===== src/rtl/mem_access_unit.sv =====
// Data-memory access stage: takes the ALU address and rd2 store data, runs a
// ready/ack handshake on the data bus, aligns store lanes and extracts/extends
// load data. busy holds the core until the done pulse.
// Optional build macro: MEM_TIMEOUT_EN adds a bus-ack timeout that ends the
// access with err after TIMEOUT REQ cycles.
module mem_access_unit #(
    parameter int unsigned TIMEOUT = 16,
    parameter int unsigned CNT_W   = 5
) (
    input  logic        clk_i,
    input  logic        rst_i,
    input  logic        req_i,
    input  logic        we_i,
    input  logic [1:0]  size_i,
    input  logic        uns_i,
    input  logic [31:0] addr_i,
    input  logic [31:0] wdata_i,
    output logic        busy_o,
    output logic        done_o,
    output logic        err_o,
    output logic [31:0] rdata_o,
    output logic        bus_req_o,
    output logic        bus_we_o,
    output logic [31:0] bus_addr_o,
    output logic [3:0]  bus_be_o,
    output logic [31:0] bus_wdata_o,
    input  logic [31:0] bus_rdata_i,
    input  logic        bus_ack_i
);

    localparam logic [1:0] StIdle = 2'd0;
    localparam logic [1:0] StReq  = 2'd1;
    localparam logic [1:0] StDone = 2'd2;

    // The counter must be able to reach TIMEOUT-1.
    if (TIMEOUT == 0 || CNT_W < $clog2(TIMEOUT + 1)) begin : g_bad_cfg
        $error("mem_access_unit: CNT_W too small for TIMEOUT");
    end

    logic [1:0]  state_q, state_d;
    logic        err_q, err_d;
    logic [31:0] rdata_q, rdata_d;
    logic        bus_we_q, bus_we_d;
    logic [31:0] bus_addr_q, bus_addr_d;
    logic [3:0]  bus_be_q, bus_be_d;
    logic [31:0] bus_wdata_q, bus_wdata_d;
    logic [1:0]  size_q, size_d;
    logic        uns_q, uns_d;
    logic [1:0]  off_q, off_d;
`ifdef MEM_TIMEOUT_EN
    logic [CNT_W-1:0] cnt_q, cnt_d;
`endif

    logic [3:0]  lane_be;
    logic [31:0] lane_wdata;
    logic        bad_req;
    logic [7:0]  ld_byte;
    logic [15:0] ld_half;
    logic [31:0] ld_data;

    // Byte-lane enables, replicated store data and alignment check for the request.
    always_comb begin
        lane_be    = 4'b0000;
        lane_wdata = 32'h0;
        unique case (size_i)
            2'b00: begin
                lane_be    = 4'b0001 << addr_i[1:0];
                lane_wdata = {4{wdata_i[7:0]}};
            end
            2'b01: begin
                lane_be    = 4'b0011 << addr_i[1:0];
                lane_wdata = {2{wdata_i[15:0]}};
            end
            2'b10: begin
                lane_be    = 4'b1111;
                lane_wdata = wdata_i;
            end
            default: begin
                lane_be    = 4'b0000;
                lane_wdata = 32'h0;
            end
        endcase
        bad_req = (size_i == 2'b11) ||
                  (size_i == 2'b01 && addr_i[0]) ||
                  (size_i == 2'b10 && addr_i[1:0] != 2'b00);
    end

    // Load extract and extend; only aligned offsets reach here for halfwords.
    always_comb begin
        unique case (off_q)
            2'd0:    ld_byte = bus_rdata_i[7:0];
            2'd1:    ld_byte = bus_rdata_i[15:8];
            2'd2:    ld_byte = bus_rdata_i[23:16];
            default: ld_byte = bus_rdata_i[31:24];
        endcase
        ld_half = off_q[1] ? bus_rdata_i[31:16] : bus_rdata_i[15:0];
        unique case (size_q)
            2'b00:   ld_data = uns_q ? {24'h0, ld_byte} : {{24{ld_byte[7]}}, ld_byte};
            2'b01:   ld_data = uns_q ? {16'h0, ld_half} : {{16{ld_half[15]}}, ld_half};
            default: ld_data = bus_rdata_i;
        endcase
    end

    // Next-state logic for the access FSM and its captured fields.
    always_comb begin
        state_d     = state_q;
        err_d       = 1'b0;
        rdata_d     = rdata_q;
        bus_we_d    = bus_we_q;
        bus_addr_d  = bus_addr_q;
        bus_be_d    = bus_be_q;
        bus_wdata_d = bus_wdata_q;
        size_d      = size_q;
        uns_d       = uns_q;
        off_d       = off_q;
`ifdef MEM_TIMEOUT_EN
        cnt_d       = cnt_q;
`endif
        unique case (state_q)
            StIdle: begin
                if (req_i) begin
                    if (bad_req) begin
                        // Rejected without touching the bus.
                        state_d = StDone;
                        err_d   = 1'b1;
                        rdata_d = 32'h0;
                    end else begin
                        state_d     = StReq;
                        bus_we_d    = we_i;
                        bus_addr_d  = {addr_i[31:2], 2'b00};
                        bus_be_d    = lane_be;
                        bus_wdata_d = lane_wdata;
                        size_d      = size_i;
                        uns_d       = uns_i;
                        off_d       = addr_i[1:0];
`ifdef MEM_TIMEOUT_EN
                        cnt_d       = '0;
`endif
                    end
                end
            end
            StReq: begin
                if (bus_ack_i) begin
                    state_d     = StDone;
                    rdata_d     = bus_we_q ? 32'h0 : ld_data;
                    bus_we_d    = 1'b0;
                    bus_addr_d  = 32'h0;
                    bus_be_d    = 4'b0000;
                    bus_wdata_d = 32'h0;
`ifdef MEM_TIMEOUT_EN
                end else if (cnt_q == CNT_W'(TIMEOUT - 1)) begin
                    state_d     = StDone;
                    err_d       = 1'b1;
                    rdata_d     = 32'h0;
                    bus_we_d    = 1'b0;
                    bus_addr_d  = 32'h0;
                    bus_be_d    = 4'b0000;
                    bus_wdata_d = 32'h0;
                end else begin
                    cnt_d = cnt_q + 1'b1;
`endif
                end
            end
            StDone: begin
                state_d = StIdle;
            end
            default: begin
                state_d = StIdle;
            end
        endcase
    end

    // State registers; reset abandons any access in flight.
    always_ff @(posedge clk_i or posedge rst_i) begin
        if (rst_i) begin
            state_q     <= StIdle;
            err_q       <= 1'b0;
            rdata_q     <= 32'h0;
            bus_we_q    <= 1'b0;
            bus_addr_q  <= 32'h0;
            bus_be_q    <= 4'b0000;
            bus_wdata_q <= 32'h0;
            size_q      <= 2'b00;
            uns_q       <= 1'b0;
            off_q       <= 2'b00;
`ifdef MEM_TIMEOUT_EN
            cnt_q       <= '0;
`endif
        end else begin
            state_q     <= state_d;
            err_q       <= err_d;
            rdata_q     <= rdata_d;
            bus_we_q    <= bus_we_d;
            bus_addr_q  <= bus_addr_d;
            bus_be_q    <= bus_be_d;
            bus_wdata_q <= bus_wdata_d;
            size_q      <= size_d;
            uns_q       <= uns_d;
            off_q       <= off_d;
`ifdef MEM_TIMEOUT_EN
            cnt_q       <= cnt_d;
`endif
        end
    end

    // Outputs decoded straight from registered state.
    always_comb begin
        busy_o      = (state_q != StIdle);
        done_o      = (state_q == StDone);
        bus_req_o   = (state_q == StReq);
        err_o       = err_q;
        rdata_o     = rdata_q;
        bus_we_o    = bus_we_q;
        bus_addr_o  = bus_addr_q;
        bus_be_o    = bus_be_q;
        bus_wdata_o = bus_wdata_q;
    end

endmodule

===== config.mk =====
export PLATFORM = sky130hd
export DESIGN_NAME = mem_access_unit
export DESIGN_NICKNAME = d
export VERILOG_FILES = /design/src/rtl/mem_access_unit.sv
export SDC_FILE = /design/constraint.sdc
export NUM_CORES = 1
export LEC_CHECK = 0
export CORE_ASPECT_RATIO = 0.5
export CORE_MARGIN = 10
export CORE_UTILIZATION = 43
export DETAILED_ROUTE_END_ITERATION = 16
export PLACE_DENSITY_LB_ADDON = 0.08
export SYNTH_ARGS = -nofsm -noshare
export SYNTH_HDL_FRONTEND = slang
export SYNTH_SLANG_ARGS = --single-unit

===== constraint.sdc =====
create_clock -name clk_i -period 4.9 [get_ports clk_i]
set_input_delay 0.98 -clock clk_i [delete_from_list [all_inputs] [get_ports clk_i]]
set_output_delay 0.98 -clock clk_i [all_outputs]
set_load 0.02 [all_outputs]

# After elaboration in Yosys (flattened, before gate mapping)
# Index checks and enable logic that the tools add are counted.
# classes
n_eq_ne	12
shift	2
mux	34
bitwise_logic	1
n_reduce_logical	15
# op_table
op	n
two-way mux 32 bit	11
case mux 32 bit (2 select lines)	4
case mux 32 bit (3 select lines)	1
case mux 8 bit (3 select lines)	1
two-way mux 16 bit	1
two-way mux 4 bit	3
case mux 4 bit (3 select lines)	1
== test 2 x 1 -> 1 bit, second input constant	4
== test 2 bit, second input constant	4
logical NOT 2 bit	4
case mux 4 bit (2 select lines)	1
AND reduction 4 bit	2
two-way mux 1 bit	6
two-way mux 2 bit	3
inequality test 2 bit, second input constant	3
nonzero test 2 bit	3
case mux 2 bit (2 select lines)	1
left shift 1 x 2 -> 4 bit, first input constant	1
left shift 2 x 2 -> 4 bit, first input constant	1
AND reduction 3 bit	1
logical AND 1 bit	2
logical OR 1 bit	2
inequality test 2 x 1 -> 1 bit, second input constant	1
case mux 1 bit (2 select lines)	1
other kinds (2)	2
# totals
ff_bits	109
output_inout_bits	105
word_cells	74

# Depth between registers and ports, before layout
# logic_depth
ltp_word	7
mapped_depth	8

# Least setup slack after synthesis
# Ideal clock, no wire load.
# synth_path
path_kind	in2reg
from	input size_i[0]
to	register bus_addr_q[10], in the netlist bus_addr_o[10]
arrival_ns	2.295
t_required_ns	4.779
slack_ns	2.484
path_stages	8
cell_sequence	buf_2 > a21oi_1 > o21bai_4 > and2_4 > buf_6 > buf_6 > buf_6 > a22o_1
# synth_via
elab_chain_cells	6
# synth_rtl
item	line_no	rtl
from (decl)	14	input logic [1:0] size_i,
== test 2 x 1 -> 1 bit	84	(size_i == 2'b01 && addr_i[0]) ||
logical AND 1 bit	84	
logical OR 1 bit	83	bad_req = (size_i == 2'b11) ||
logical OR 1 bit *	84	
inequality test 2 bit (no source line) *	-	
AND reduction 4 bit (no source line) *	-	
to (signal assigned)	194	bus_addr_q <= bus_addr_d;
to (decl)	44	logic [31:0] bus_addr_q, bus_addr_d;
# Mark *: on every way between the ends. The rest lies on a longest branch, timed or not.
# A chain may end at the register's enable or synchronous reset.

# Worst setup path in the final report
# layout_path
from	input size_i[0]
to	register rdata_q[5], in the netlist rdata_o[5]
# layout_via
elab_chain_cells	6
# layout_rtl
item	line_no	rtl
== test 2 x 1 -> 1 bit	84	
logical AND 1 bit	84	
logical OR 1 bit	83	
logical OR 1 bit *	84	
inequality test 2 bit (no source line) *	-	
AND reduction 4 bit (no source line) *	-	
to (signal assigned)	192	rdata_q <= rdata_d;
to (decl)	42	logic [31:0] rdata_q, rdata_d;
# Marks and branches as above.

==> reports/metrics.yaml <==
status: "finished clean"
grt_pass1_wl_um: 25800
dieWidth_um: 171
numCtsBuffers: 9
rsz0062_at_grt: "no"
overflow: 0
vias: 4314
grt_usage_pct: 20.1
clock-sinks: 107
vdd_drop_max_uv: 248
synth_top_area_share_pct: 54.9
synth_cells: 430
p_comb_share_pct: 44.6
synth_top_cell_by_area: "dfrtp_1"
crit_required_ns: 5.15
syn_to_final_growth_pct: 48.8
ys_ff_latch: 107
hpwl_um: 12100
finClkSkew_ns: 0.00646
p_sw_share_pct: 37.5
post-place-ws_ns: 1.30
drc: 0
layout_commonest_cell: "clkdlybuf4s50_1"
initial_core_util_pct: 44.2
hold_path_class: "reg2reg"
arrival_ns: 3.49
insertion_delay_ns: 0.34
vias_per_cell: 5.62
clk_pin_slew_ns: 0.07
setup_viol: 0
synth_ff_type: "dfrtp_1"
fin_cells: 768
final-hold-violation-count: 0
timing.final.ws_setup_ns: 1.65
diodes: 0
htree_num_levels: 3
drv_slew: 0
critPathLaunchType: "input pin"
synth_xor_area_share_pct: 0
worstMarginPinSlew_ns: 1.02
dp_cells: 752
p_sw_mw: 1.41
synthArstFlopShare_pct: 100
fin_crit_sh_pct: 66.2
rows: 27
wl_per_cell_um: 21.7
drtIter0Drc: 402
setup.worst_path.class: "in2reg"
die_h_um: 95.3
cp-end-kind: "flop"
final_antenna_net_count: 0
cts_hold_buf: 0
yosysSeqAreaShare_pct: 54.9
power.density_nw_per_um2: 517
synthTopCellsByArea: "dfrtp_1 55%, a22o_1 7.0%, a221o_1 3.3%"
synthSimpleGateAreaFrac_pct: 10.2
layout_min_cycle_time_ns: 3.25
synth_top_family_by_area: "compound AO/OA/AOI/OAI gates"
die_area_um2: 16300
final_cell_mix: "206 x clkdlybuf4s50_1, 107 x dfrtp_1, 39 x a22o_1, 28 x o21ai_0, 27 x nand2_1"
port_buffers: 206
synth_fa_ha_area_share_pct: 0
synth_edf_count: 0
p_leak_nw: 3.15
drt_pre_antenna_iters: 5
place_congestion: 0.833
syn_avg_cell_area_um2: 11.3
yosys_warnings: 0
grt_max_degree: 68
post_cts_buffers: 0
maxCapViolations: 0
core_area_um2: 11000
layout.nets: 722
p_int_mw: 2.35
synth-compound-area-share_pct: 24.9
root_buffer: "clkbuf_16"
slew-limit-headroom_pct: 31.8
wl_um: 16600
synth.distinct_cells: 43
clockBufferDepth: 2
cts_resized: 0
synth_area_um2: 4880
cp_max_fo: 19
boundaryPins: 209
max_freq_mhz: 308
synthMuxAreaShare_pct: 5.13
setup_tns_ns: 0
power_frac_seq_pct: 36.8
grt_pass1_vias: 4572
antenna_found_initial: 0
p_clk_share_pct: 18.5
tritoncts: "yes"
drive_above_1_share_pct: 6.10
==> registers in the layout, summed over array words and instances, names as in the netlist <==
signal       cells
bus_we_o         1
bus_wdata_o     32
bus_addr_o      30
bus_be_o         4
rdata_o         32
off_q            2
err_o            1
size_q           2
uns_q            1
state_q          2
==> critical path: stages <==
cell and delay, ns:
clkdlybuf4s50_1 0.79, a21oi_1 0.55, o31a_1 0.69, buf_4 0.33
nand2_1 0.07, o31ai_1 0.07
==> final cells by class <==
| class | count | area, µm² |
|---|---|---|
| clock buffer | 10 | 229 |
| clock inverter | 6 | 48.8 |
| fill | 904 | 3780 |
| inverter | 7 | 28.8 |
| multi-input combinational | 279 | 1970 |
| sequential | 107 | 2680 |
| tap | 145 | 181 |
| timing repair buffer | 214 | 2120 |
==> power groups by stage <==
| stage | sequential [mW] | combinational (mW) | clock, mW |
|---|---|---|---|
| after global placement | 1.39 | 1.67 | 0 |
| after CTS | 1.38 | 1.70 | 0.710 |
| final | 1.38 | 1.68 | 0.696 |
| after floorplan | 1.68 | 0.568 | 0 |
| after global routing | 1.42 | 1.80 | 0.740 |
| after detailed placement | 1.39 | 1.69 | 0 |
==> final timing paths <==
check / startpoint / cells after the start / to / slack, ns
setup / recovery: size_i[0] / 6 / rdata_o[5]$_DFFE_PP0P_ / 1.65
hold / removal: rdata_o[6]$_DFFE_PP0P_ / 2 / rdata_o[6]$_DFFE_PP0P_ / 0.49
setup reg to reg: state_q[1]$_DFFE_PP0P_ / 4 / rdata_o[23]$_DFFE_PP0P_ / 2.43
hold reg to reg: rdata_o[6]$_DFFE_PP0P_ / 2 / rdata_o[6]$_DFFE_PP0P_ / 0.49
max in group asynchronous: rst_i / 3 / uns_q$_DFFE_PP0P_ / 3.02
min in group asynchronous: rst_i / 2 / bus_wdata_o[29]$_DFFE_PP0P_ / 1.03
==> cell usage after synthesis, drive strengths merged (2+ instances only) <==
library cell and n:
or3 8, mux2i 16, nand2b 8, a22oi 8, nor2b 3, nand3 20, a32o 7, inv 7
nand3b 2, buf 19, nor4b 2, a21oi 20, a22o 39, dfrtp 107, o21ai 29, a221o 16
nor3 2, mux2 4, o2bb2ai 9, o31ai 14, a21o 8, nand2 27, a311oi 6, clkbuf 19
mux4 2, nor2 18
==> stage by stage <==
stage	utilization (%)	cell area, µm²	hold slack [ns]	total power, mW
after floorplan	-	4880	0.526	2.25
after global routing	65.7	7260	0.505	3.96
final	65.7	7260	0.487	3.75
after detailed placement	63.2	6980	0.474	3.08
after CTS	65.7	7260	0.495	3.79
after global placement	63.2	6980	0.465	3.06
==> routing by layer <==
metal / global-route usage, % / routed length, µm / vias to the layer above / share of wire, %
met5: 0 / 0 / - / 0
met4: 4.64 / 199 / 0 / 1.2
met3: 8.99 / 1540 / 17 / 9.3
met2: 33.6 / 7960 / 166 / 48
met1: 23.5 / 6940 / 2142 / 42
li1: - / - / 1989 / -
==> kinds of logic after synthesis <==
| logic type | Yosys count |
|---|---|
| other | 1 |
| and+or+nand+nor | 95 |
| DFF | 107 |
| muxes | 22 |
| AOI/OAI and AO/OA | 160 |
| buffers and inverters | 45 |
Power figures use the tool's default switching activity.
